===== src/rtl/dl_pkg.sv =====
// dl_pkg: shared types and helpers for the Duursma-Lee loop control.
//   dl_state_e  - sequencer state encoding (IDLE must stay 0)
//   D_ZERO/D_ONE/D_TWO - 2-bit encodings of the GF(3) coefficient d
//   gf3_dec     - d-1 mod 3 on that encoding
//   M_DEFAULT   - default field extension degree
package dl_pkg;

  localparam int M_DEFAULT = 97;

  typedef enum logic [2:0] {
    S_IDLE   = 3'd0,
    S_INIT   = 3'd1,
    S_DLY    = 3'd2,
    S_F3M    = 3'd3,
    S_F36M   = 3'd4,
    S_STEP   = 3'd5,
    S_FINISH = 3'd6
  } dl_state_e;

  localparam logic [1:0] D_ZERO = 2'b00;
  localparam logic [1:0] D_ONE  = 2'b01;
  localparam logic [1:0] D_TWO  = 2'b10;

  // 1 -> 0 -> 2 -> 1; the unused code 11 falls back to 2.
  function automatic logic [1:0] gf3_dec(input logic [1:0] v);
    case (v)
      D_ONE:   gf3_dec = D_ZERO;
      D_ZERO:  gf3_dec = D_TWO;
      D_TWO:   gf3_dec = D_ONE;
      default: gf3_dec = D_TWO;
    endcase
  endfunction

endpackage


===== src/rtl/dl_watchdog.sv =====
// dl_watchdog: cycle counter for bounding a wait on a multiplier.
//   clk, reset - clock, synchronous active-high reset
//   clr        - restart the count (has priority over en)
//   en         - count this cycle
//   tmo        - high in the (2^TMO_W-1)-th consecutive enabled cycle
//                since the last clear
module dl_watchdog #(
  parameter int TMO_W = 16
) (
  input  logic clk,
  input  logic reset,
  input  logic clr,
  input  logic en,
  output logic tmo
);

  localparam logic [TMO_W-1:0] ALL1 = '1;
  localparam logic [TMO_W-1:0] LAST = ALL1 - 1'b1;

  logic [TMO_W-1:0] cnt;

  // cnt holds the number of enabled cycles already completed, so the
  // cycle in which the count would reach all-ones is flagged directly.
  always_ff @(posedge clk) begin
    if (reset || clr) cnt <= '0;
    else if (en)      cnt <= cnt + 1'b1;
  end

  assign tmo = en & ~clr & (cnt == LAST);

endmodule


===== src/rtl/dl_loop_sequencer.sv =====
// dl_loop_sequencer: control for the Duursma-Lee Miller loop over GF(3^M).
//   clk, reset        - clock, synchronous active-high reset
//   start, n_iter     - run request (IDLE only) and step count sampled with it
//   abort             - cancel a run, back to IDLE without capture
//   f3m_go/f3m_done   - GF(3^m) multiplier launch pulse / result ready
//   f36m_go/f36m_done - GF(3^6m) multiplier launch pulse / result ready
//   init_load         - pulse: load initial operands
//   step_load         - pulse: commit one loop step
//   capture           - pulse: latch final t
//   d                 - current GF(3) coefficient
//   iter              - steps completed
//   busy, done, err   - status levels (err = multiplier timeout)
module dl_loop_sequencer
  import dl_pkg::*;
#(
  parameter int M      = M_DEFAULT,
  parameter int ITER_W = 8,
  parameter int DELAY  = 2,
  parameter int TMO_W  = 16
) (
  input  logic              clk,
  input  logic              reset,
  input  logic              start,
  input  logic [ITER_W-1:0] n_iter,
  input  logic              abort,
  output logic              f3m_go,
  input  logic              f3m_done,
  output logic              f36m_go,
  input  logic              f36m_done,
  output logic              init_load,
  output logic              step_load,
  output logic              capture,
  output logic [1:0]        d,
  output logic [ITER_W-1:0] iter,
  output logic              busy,
  output logic              done,
  output logic              err
);

  // M travels with the instance for the datapath; reject nonsense values.
  if (M < 1 || DELAY < 1 || DELAY > 15) begin : g_bad_param
    $error("dl_loop_sequencer: parameter out of range");
  end

  localparam logic [3:0] DLY_LAST = 4'(DELAY - 1);

  dl_state_e         state;
  logic [ITER_W-1:0] n_q;
  logic [ITER_W-1:0] iter_inc;
  logic [3:0]        dly_cnt;
  logic              wait_st, leave, wd_clr, wd_tmo;

  assign iter_inc = iter + 1'b1;

  // Watchdog restarts whenever we are not waiting or are about to leave
  // the wait state, so it reads zero in the first cycle of F3M / F36M.
  assign wait_st = (state == S_F3M) || (state == S_F36M);
  assign leave   = abort
                 | ((state == S_F3M)  & f3m_done)
                 | ((state == S_F36M) & f36m_done);
  assign wd_clr  = ~wait_st | leave;

  dl_watchdog #(.TMO_W(TMO_W)) u_wd (
    .clk   (clk),
    .reset (reset),
    .clr   (wd_clr),
    .en    (wait_st),
    .tmo   (wd_tmo)
  );

  // Pulses are raised on the edge that enters their state, so each one
  // lines up with the first (or only) cycle of that state.
  always_ff @(posedge clk) begin
    if (reset) begin
      state     <= S_IDLE;
      n_q       <= '0;
      dly_cnt   <= '0;
      d         <= D_ONE;
      iter      <= '0;
      f3m_go    <= 1'b0;
      f36m_go   <= 1'b0;
      init_load <= 1'b0;
      step_load <= 1'b0;
      capture   <= 1'b0;
      busy      <= 1'b0;
      done      <= 1'b0;
      err       <= 1'b0;
    end else begin
      f3m_go    <= 1'b0;
      f36m_go   <= 1'b0;
      init_load <= 1'b0;
      step_load <= 1'b0;
      capture   <= 1'b0;
      if (abort && state != S_IDLE) begin
        state <= S_IDLE;
        busy  <= 1'b0;
      end else begin
        case (state)
          S_IDLE: if (start && !abort) begin
            state     <= S_INIT;
            n_q       <= n_iter;
            iter      <= '0;
            d         <= D_ONE;
            done      <= 1'b0;
            err       <= 1'b0;
            busy      <= 1'b1;
            init_load <= 1'b1;
          end
          S_INIT: begin
            dly_cnt <= '0;
            if (n_q == '0) begin
              state   <= S_FINISH;
              capture <= 1'b1;
            end else begin
              state <= S_DLY;
            end
          end
          S_DLY: begin
            if (dly_cnt == DLY_LAST) begin
              state  <= S_F3M;
              f3m_go <= 1'b1;
            end else begin
              dly_cnt <= dly_cnt + 1'b1;
            end
          end
          S_F3M: begin
            if (f3m_done) begin
              state   <= S_F36M;
              f36m_go <= 1'b1;
            end else if (wd_tmo) begin
              state <= S_IDLE;
              busy  <= 1'b0;
              err   <= 1'b1;
            end
          end
          S_F36M: begin
            if (f36m_done) begin
              state     <= S_STEP;
              step_load <= 1'b1;
            end else if (wd_tmo) begin
              state <= S_IDLE;
              busy  <= 1'b0;
              err   <= 1'b1;
            end
          end
          S_STEP: begin
            d       <= gf3_dec(d);
            iter    <= iter_inc;
            dly_cnt <= '0;
            if (iter_inc == n_q) begin
              state   <= S_FINISH;
              capture <= 1'b1;
            end else begin
              state <= S_DLY;
            end
          end
          S_FINISH: begin
            state <= S_IDLE;
            busy  <= 1'b0;
            done  <= 1'b1;
          end
          default: begin
            state <= S_IDLE;
            busy  <= 1'b0;
          end
        endcase
      end
    end
  end

endmodule


===== config.mk =====
export PLATFORM = sky130hd
export DESIGN_NAME = dl_loop_sequencer
export DESIGN_NICKNAME = d
export VERILOG_FILES = /design/src/rtl/dl_pkg.sv /design/src/rtl/dl_watchdog.sv /design/src/rtl/dl_loop_sequencer.sv
export SDC_FILE = /design/constraint.sdc
export NUM_CORES = 1
export LEC_CHECK = 0
export ABC_AREA = 1
export BUFFER_PORTS_ARGS = -buffer_cell sky130_fd_sc_hd__buf_2
export CORE_MARGIN = 3
export CORE_UTILIZATION = 52
export DETAILED_ROUTE_END_ITERATION = 7
export GPL_TIMING_DRIVEN = 0
export PLACE_DENSITY = 0.76
export SETUP_SLACK_MARGIN = 0.2
export SLEW_MARGIN = 25
export SYNTH_ARGS = -nofsm -noshare
export SYNTH_HDL_FRONTEND = slang
export SYNTH_SLANG_ARGS = --single-unit

===== constraint.sdc =====
create_clock -name clk -period 1.4 [get_ports clk]
set_input_delay 0 -clock clk [delete_from_list [all_inputs] [get_ports clk]]
set_output_delay 0 -clock clk [all_outputs]
set_load 0.1 [all_outputs]

==> results of run 1 <==
==> placed cells by master, fill, tap and decap left out, types with 4 or more instances in the layout <==
master / instances
nor2_2: 11
nor2_1: 23
o21ai_0: 4
o21ai_1: 8
nor2_4: 15
clkbuf_8: 6
buf_6: 11
o21ai_2: 5
nand3_1: 23
nand2_4: 11
dfxtp_4: 13
dfxtp_2: 8
nand4_1: 9
nand2_2: 19
dlygate4sd3_1: 10
nand3_2: 13
inv_2: 6
buf_4: 31
a21oi_2: 13
inv_1: 39
buf_2: 30
ha_1: 4
inv_4: 4
nand2_1: 50
dfxtp_1: 28
a21oi_1: 18
==> power by group through the flow <==
stage | logic (mW) | clock network, mW | registers [mW]
floorplan | 0.900 | 0 | 1.87
global placement | 1.31 | 0 | 1.71
detailed placement | 1.32 | 0 | 1.71
CTS | 2.00 | 0.910 | 1.66
global route | 2.90 | 0.970 | 1.74
finish | 2.82 | 0.924 | 1.73
==> critical path: cells and delay by family, from the launching register on <==
kind / cells / cell delay, ns
buffers and inverters: 1 / 0.14
AO/OA/AOI/OAI: 1 / 0.18
flip-flops: 1 / 0.39
AND/OR/NAND/NOR: 7 / 0.93
==> synthesized netlist by cell type (4+ instances only) <==
library cell	count	area share [%]
nand2_1	76	11
dfxtp_1	49	39
inv_1	49	7.2
nor2_1	41	6.1
nand3_1	37	7.3
a21oi_1	30	5.9
o21ai_0	15	3.0
nand4_1	9	2.2
ha_1	6	3.0
nor3_1	6	1.2
o21ai_1	5	0.98
nor2_2	4	0.98
nor2_4	4	1.8
nor4_1	4	0.98
xor2_1	4	1.4
==> layout make-up <==
| type | instances | area share (%) |
|---|---|---|
| Sequential cell | 49 | 25.78 |
| Timing Repair Buffer | 85 | 16.94 |
| Buffer | 4 | 0.8377 |
| Tap cell | 65 | 2.017 |
| Clock inverter | 2 | 0.3413 |
| Inverter | 53 | 5.740 |
| Clock buffer | 6 | 2.048 |
| Multi-Input combinational cell | 261 | 46.29 |
==> per-layer routing <==
| metal | up-vias | part of all wire (%) | wire length [um] | global-route usage [%] |
|---|---|---|---|---|
| li1 | 1387 | - | - | - |
| met1 | 1516 | 36 | 3882 | 32.77 |
| met2 | 260 | 48 | 5141 | 49.02 |
| met3 | 90 | 10 | 1086 | 5.569 |
| met4 | 0 | 6.2 | 671 | 12.32 |
| met5 | - | 0 | 0 | 0 |
==> sequential cells by signal, indices dropped and copies added, names as in the netlist <==
name / cells
busy: 1
capture: 1
d: 2
dly_cnt: 4
done: 1
err: 1
f36m_go: 1
f3m_go: 1
init_load: 1
iter: 8
n_q: 8
state: 3
step_load: 1
u_wd.cnt: 16
==> through the flow <==
step	instance area [um^2]	power (mW)	utilization, %	instances
finish	4033	5.476	88.93	525
floorplan	2715	2.767	-	367
detailed placement	2952	3.023	65.09	463
global route	4033	5.606	88.93	525
global placement	2952	3.012	65.09	463
CTS	3615	4.579	79.72	511
==> worst paths after layout <==
check | depth (start not counted) | end | from
max | 9 | capture | state[0]
min | 3 | step_load | f36m_done
max reg2reg | 9 | capture | state[0]
min reg2reg | 2 | u_wd.cnt[5] | u_wd.cnt[5]
==> logic make-up (layout without fill, tap and decap cells) <==
| family | Yosys count | count (layout) | share of synthesized area [%] |
|---|---|---|---|
| AO/OA/AOI/OAI | 59 | 59 | 12.50 |
| buffers and inverters | 57 | 150 | 8.661 |
| adder cells (fa/ha/maj) | 6 | 6 | 2.953 |
| XOR/XNOR | 5 | 5 | 1.722 |
| flip-flops | 49 | 49 | 38.58 |
| AND/OR/NAND/NOR | 191 | 191 | 35.58 |
==> timing repair <==
item	in CTS	in global routing
pin swaps	18	43
gates resized for setup	60	83
endpoints found under the setup margin	49	49
endpoints found under the hold margin	13	0
cloned	2	0
setup buffers	28	14
hold buffers	10	0
==> results.toml, run 1 <==
[final_layout]
seqCellArea_um2 = 1040
final.fill_count = 190
diodes = 0
nets = 479
drive_gt1_share_pct = 49.78
area_growth_pct = 58.61
multi_input_area_um2 = 1867

[global_routing]
gr-total-overflow = 0
grt_use_total_pct = 27.88
grt_pass1_vias = 2824
grt_max_degree = 16
grt_pass1_wl_um = 13080
antenna_found_initial = 0

[critical_path]
endpoint_kind = "flip-flop"
cp_slowest_stage_delay_ns = 0.39
r2r_slack_ns = -0.32
cp-start-kind = "flip-flop"
required_ns = 1.65
crit_type = "flip-flop to flip-flop"
critPathMaxFanout = 5
worstPathArrival_ns = 1.97
critPathSlowestCell = "dfxtp_4"
crit_chain = "buf_4, nand2_4, nor2_4, nand2_1, nor2_2, nand4_1, nor2_1, nand3_1, a21oi_2"

[synthesis]
synth-edff-count = 0
ys_warn_count = 0
ys_types = 34
synth_area_um2 = 2542
synth_seq_cells = 49
async_flop_share_pct = 0
syn_nets = 387
syn_area_per_cell_um2 = 6.928
ys_seq_area_share_pct = 38.58
synth-main-ff-cell = "dfxtp_1"
synthCells = 367

[die]
initial_core_util_pct = 56.07
floorplan.core_area_um2 = 4534
dieArea_um2 = 5765
ios = 32
die_x_um = 75.93
rows = 24
die-height_um = 75.93

[detailed_routing]
wl_per_cell_um = 20.54
wl_um = 10780
drtAntennaViolNets = 0
drt_first_pass_iters = 5
drtIter0Drc = 447
vias = 3253
viasPerCell = 6.196
drc = 0

[power]
p_per_area_nw_per_um2 = 1358
pwr-share-clk_pct = 16.9
p_comb_share_pct = 51.5
pwr-share-seq_pct = 31.6
ir_drop_v = 0.001334
p_switching_mw = 2.409
internal-power_mw = 3.067
sw_frac_of_total_pct = 44.00
p_leak_nw = 1.665

[place]
portBuffers = 31
dp_slack_ns = -0.1488
gp_congestion = 0.8670
hpwl_um = 4444

[sta]
period_needed_ns = 1.720
setup_ws_ns = -0.3202
tns_ns = -6.283
fin_crit_sh_pct = 122.9
final-hold-violation-count = 0
tightest_slew_ns = 0.7748
setup_viol = 47
clock_skew_ns = 0.004644
max_freq_mhz = 581.3
drv_slew = 0
relSlewSlack_pct = 48.35
rsz0062_at_grt = "true"
hold_ws_ns = 0.07322

[clocking]
cts_buffers = 5
cts_tree = "yes"
clock_sinks = 49
clock_path_buffers = 2
root_buffer = "clkbuf_8"
clk_pin_slew_ns = 0.10
htree_levels = 2
insertion_delay_ns = 0.32

[hold_path]
hp-class = "input port to flip-flop"

[flow_run]
max_cap_violations = 0

[status]
failed_checks = "negative setup slack"
status = "finished, violations left"
(Power assumes the default switching activity.)
==> run 2, diff against run 1 <==
Settings changed: CORE_UTILIZATION 52 to 55, CTS_BUF_LIST from default to sky130_fd_sc_hd__clkbuf_4, TNS_END_PERCENT from default to 1.
Clock period 1.4 ns to 1.96 ns, I/O delays scaled along.
==> run 2 against run 1 <==
Against the previous run: the run now ends clean; critical path type unchanged; first-iteration DRC count shrank 59%; sequential share of layout area grew 7.7 points; total power shrank 53%; die area shrank 5.0%.
==> results.toml, run 2 (same netlist as run 1, synthesis figures left out) <==
[critical_path]
required_ns = 2.29
regToRegStartpoint = "iter[0]"
r2r_cells = 8
crit_path_start = "iter[0]"
critPathMaxFanout = 7
r2r_slack_ns = 0.30
r2r-end = "capture"
worstPathArrival_ns = 1.99
cp-start-kind = "flip-flop"
crit_type = "flip-flop to flip-flop"
endpoint_kind = "flip-flop"

[flow_run]
max_cap_violations = 0

[final_layout]
mostFrequentLayoutCells = "nand2_1, inv_1, dfxtp_1"
mostFrequentLayoutCell = "nand2_1"
reg.largest.list = "u_wd.cnt (16), iter (8), n_q (8)"
diodes = 0
finalNonFillerCells = 471
top_register = "u_wd.cnt"
drive_gt1_share_pct = 17.66
largest_register_ffs = 16
nets = 438
area_growth_pct = 16.93

[power]
pwr-share-seq_pct = 46.1
ir_drop_v = 0.0007178
p_comb_share_pct = 33.7
internal-power_mw = 1.494
pwr-share-clk_pct = 20.2
sw_frac_of_total_pct = 41.65
p_leak_nw = 1.253
p_switching_mw = 1.067
p_per_area_nw_per_um2 = 861.4

[detailed_routing]
wl_per_cell_um = 12.12
wl_um = 5709
viasPerCell = 5.251
drtAntennaViolNets = 0
drc = 0
vias = 2473
drt_first_pass_iters = 4
drtIter0Drc = 184

[sta]
clock_skew_ns = 0.01779
setup_viol = 0
max_freq_mhz = 601.1
rsz0062_at_grt = "true"
fin_crit_sh_pct = 84.88
tightest_slew_ns = 0.5176
hold_ws_ns = 0.3713
period_needed_ns = 1.664
final-hold-violation-count = 0
relSlewSlack_pct = 65.49
drv_slew = 0
tns_ns = 0

[global_routing]
grt_pass1_wl_um = 9832
gr-total-overflow = 0
grt_use_total_pct = 22.69
antenna_found_initial = 0
grt_pass1_vias = 2269
grt_max_degree = 18

[clocking]
insertion_delay_ns = 0.39
root_buffer = "clkbuf_4"
clock_sinks = 49
clk_pin_slew_ns = 0.16
cts_buffers = 5
clock_path_buffers = 2
cts_tree = "yes"
htree_levels = 2

[hold_path]
hp-class = "input port to flip-flop"
holdPathStages = 3
holdPathEnd = "iter[1]"
hold_start = "reset"

[die]
initial_core_util_pct = 57.60
die-height_um = 73.99
ios = 32
die_x_um = 73.99
dieArea_um2 = 5475
floorplan.core_area_um2 = 4414
rows = 24

[status]
status = "finished clean"

[place]
portBuffers = 31
gp_congestion = 0.8328
dp.cells = 450
hpwl_um = 4314
==> run 2: layout make-up <==
class	instances	area, um^2
fillers	388	1441
repair buffers	44	285.3
multi-input cells	261	1344
clock buffers	5	37.54
flip-flops and latches	49	996.0
inverters	53	200.2
well taps	52	65.06
plain buffers	4	20.02
clock inverters	3	25.02
==> run 2: power groups by stage <==
| stage | combinational, mW | clock [mW] | sequential, mW |
|---|---|---|---|
| after global placement | 0.832 | 0 | 1.20 |
| final | 0.863 | 0.517 | 1.18 |
| after detailed placement | 0.840 | 0 | 1.20 |
| after global routing | 0.980 | 0.571 | 1.20 |
| after CTS | 0.863 | 0.526 | 1.18 |
| after floorplan | 0.546 | 0 | 1.31 |
==> run 2: what timing repair did <==
| action | in CTS | in global routing |
|---|---|---|
| endpoints found under the setup margin | 0 | 13 |
| gates resized for setup | 0 | 2 |
| hold buffers | 13 | 0 |
| hold endpoints to repair | 17 | 0 |
| buffers inserted | 0 | 0 |
==> run 2: worst max-delay path by stage <==
stage,slack (ns),to
2_1_floorplan,0.25,state[2]
3_3_place_gp,0.36,state[0]
3_5_place_dp,0.36,u_wd.cnt[15]
4_1_cts,0.33,state[0]
5_1_grt,0.11,capture
6_report,0.30,capture
==> run 2: metal layers <==
| metal | part of all wire, % | wire length [um] | track usage (%) | vias to the layer above |
|---|---|---|---|---|
| li1 | - | - | - | 1304 |
| met1 | 48 | 2744 | 31.25 | 1114 |
| met2 | 47 | 2679 | 36.22 | 49 |
| met3 | 3.8 | 215 | 4.189 | 6 |
| met4 | 1.2 | 70 | 6.841 | 0 |
| met5 | 0 | 0 | 0 | - |
==> run 2: stage by stage <==
step                      utilization, %  worst slack (ns)  power (mW)  cell area, um^2
after floorplan                        -            0.2548       1.861             2556
after global routing               67.35            0.1086       2.750             2973
final                              67.35            0.2964       2.561             2973
after global placement             62.90            0.3610       2.031             2776
after detailed placement           62.90            0.3592       2.041             2776
after CTS                          67.26            0.3253       2.569             2969
==> run 2: critical path: stages (launching register included) <==
cell	delay [ns]
dfxtp_4	0.41
inv_1	0.06
nor2_1	0.39
nand3_1	0.19
nand3_1	0.13
nand2_1	0.07
a21oi_1	0.12
nand3_1	0.09
a21oi_1	0.15
==> run 3, diff against run 2 <==
Settings changed: CORE_UTILIZATION 55 to 54, PLACE_DENSITY 0.76 to 0.78.
Clock period 1.96 ns to 1.42 ns, I/O delays scaled along.
==> run 3 against run 2 <==
Against the previous run: the run now ends with negative setup slack left; worst hold slack worse by 0.36 ns; final cell count grew 4.9%; maximum frequency increased by 8.5%; non-clock buffer count up 24; clock skew decreased by 0.0087 ns; die area is 1.7% higher; global-route usage grew 1.6 points; critical path depth rose by 2; total power rose by 56%; sequential share of layout area down 3.2 points; highest routed layer unchanged.
==> results.toml, run 3 (same netlist as run 1, synthesis figures left out) <==
[die]
floorplan.core_area_um2 = 4444
initial_core_util_pct = 57.21
die-height_um = 74.62
dieArea_um2 = 5567
ios = 32
rows = 24
die_x_um = 74.62

[sta]
tightest_slew_ns = 0.4947
fin_crit_sh_pct = 107.9
hold_ws_ns = 0.01273
max_freq_mhz = 652.4
period_needed_ns = 1.533
setup_ws_ns = -0.1127
final-hold-violation-count = 0
clock_skew_ns = 0.009040
setup_viol = 31
tns_ns = -1.686
rsz0062_at_grt = "true"
drv_slew = 0
relSlewSlack_pct = 67.02

[final_layout]
drive_gt1_share_pct = 34.16
area_growth_pct = 33.02
diodes = 0
nets = 462
fin_area_um2 = 3382
largest_register_ffs = 16
mostFrequentLayoutCells = "nand2_1, inv_1, nor2_1, nand3_1, dfxtp_1"
finalNonFillerCells = 494
top_register = "u_wd.cnt"
reg.largest.list = "u_wd.cnt (16), iter (8), n_q (8)"
post-route-util_pct = 76.10
mostFrequentLayoutCell = "nand2_1"

[clocking]
root_buffer = "clkbuf_4"
cts_tree = "yes"
clock_path_buffers = 2
clock_sinks = 49
cts_buffers = 5
htree_levels = 2
clk_pin_slew_ns = 0.14
insertion_delay_ns = 0.38

[critical_path]
crit_type = "flip-flop to flip-flop"
r2r_cells = 10
critPathMaxFanout = 6
crit_chain = "inv_4, nand3_2, nand2_4, nand2_1, nor2_4, nand2_2, nand2_2, nand3_1, nand3_1, nor2_1"
crit_path_start = "state[1]"
endpoint_kind = "flip-flop"
r2r_slack_ns = -0.11
cp-start-kind = "flip-flop"
regToRegStartpoint = "state[1]"
worstPathArrival_ns = 1.81
critPathSlowestCell = "dfxtp_4"
cp_slowest_stage_delay_ns = 0.40
r2r-end = "state[0]"
endpoint = "state[0]"
required_ns = 1.70

[place]
hpwl_um = 4581
dp_slack_ns = -0.2226
portBuffers = 31
gp_congestion = 0.8903
dp.cells = 450
place_area_um2 = 2818

[global_routing]
grt_max_degree = 15
grt_pass1_wl_um = 10590
grt_use_total_pct = 24.25
grt_pass1_vias = 2415
gr-total-overflow = 0
antenna_found_initial = 0

[detailed_routing]
viasPerCell = 5.678
drtIter0Drc = 188
drt_first_pass_iters = 5
wl_per_cell_um = 14.57
vias = 2805
drc = 0
wl_um = 7199
drtAntennaViolNets = 0

[power]
p_leak_nw = 1.439
finalPower_mw = 3.996
p_per_area_nw_per_um2 = 1182
ir_drop_v = 0.001162

[hold_path]
hp-class = "input port to flip-flop"

[status]
failed_checks = "negative setup slack"
status = "finished, violations left"

[flow_run]
max_cap_violations = 0
==> run 3: changes by cell type in the layout (fill, tap and decap cells not counted), moves of 5 or more <==
cell	delta
buf_4	+28
clkbuf_4	+5
dfxtp_4	+7
inv_1	-6
dfxtp_1	-10
nand2_1	-16
nor2_1	-7
nor2_4	+7
buf_2	-6
nand2_2	+12
==> run 3: metal layers <==
layer,GRT usage (%),vias to the layer above,share of wire (%)
li1,-,1346,-
met1,32.39,1340,43
met2,40.68,100,50
met3,4.139,19,5.6
met4,6.522,0,2.1
met5,0,-,0
==> run 3: critical path, delay by kind of cell (launching register included) <==
family	cells	cell delay, ns
AND/OR/NAND/NOR	9	0.94
flip-flops	1	0.40
buffers and inverters	1	0.10
==> run 3: how the worst min path moves through the flow <==
stage               cells after the start   from  slack [ns]          to
floorplan                               1  reset        0.06     iter[1]
global placement                        2  reset        0.24     iter[1]
detailed placement                      2  reset        0.25     iter[1]
CTS                                     5  start       0.003    state[0]
global route                            5  start        0.04    state[0]
finish                                  3  abort        0.01  dly_cnt[2]
==> run 3: power breakdown <==
| part | switching [mW] | internal, mW |
|---|---|---|
| Sequential | 0.149 | 1.51 |
| Clock | 0.448 | 0.202 |
| Combinational | 1.07 | 0.619 |
==> run 3: cell type report <==
class / count / area (um^2)
timing repair buffer: 68 / 473.0
sequential: 49 / 1026
clock buffer: 6 / 45.04
multi-input combinational: 261 / 1536
tap: 52 / 65.06
inverter: 53 / 209.0
buffer: 4 / 22.52
clock inverter: 1 / 5.005
fill: 327 / 1062
==> run 3: repair_timing <==
item                                   in CTS  in global routing
hold buffers                               11                  0
buffers inserted                            9                 17
setup endpoints to repair                  50                 55
pin swaps                                   8                 24
endpoints found under the hold margin      15                  0
resized for setup                          26                 43
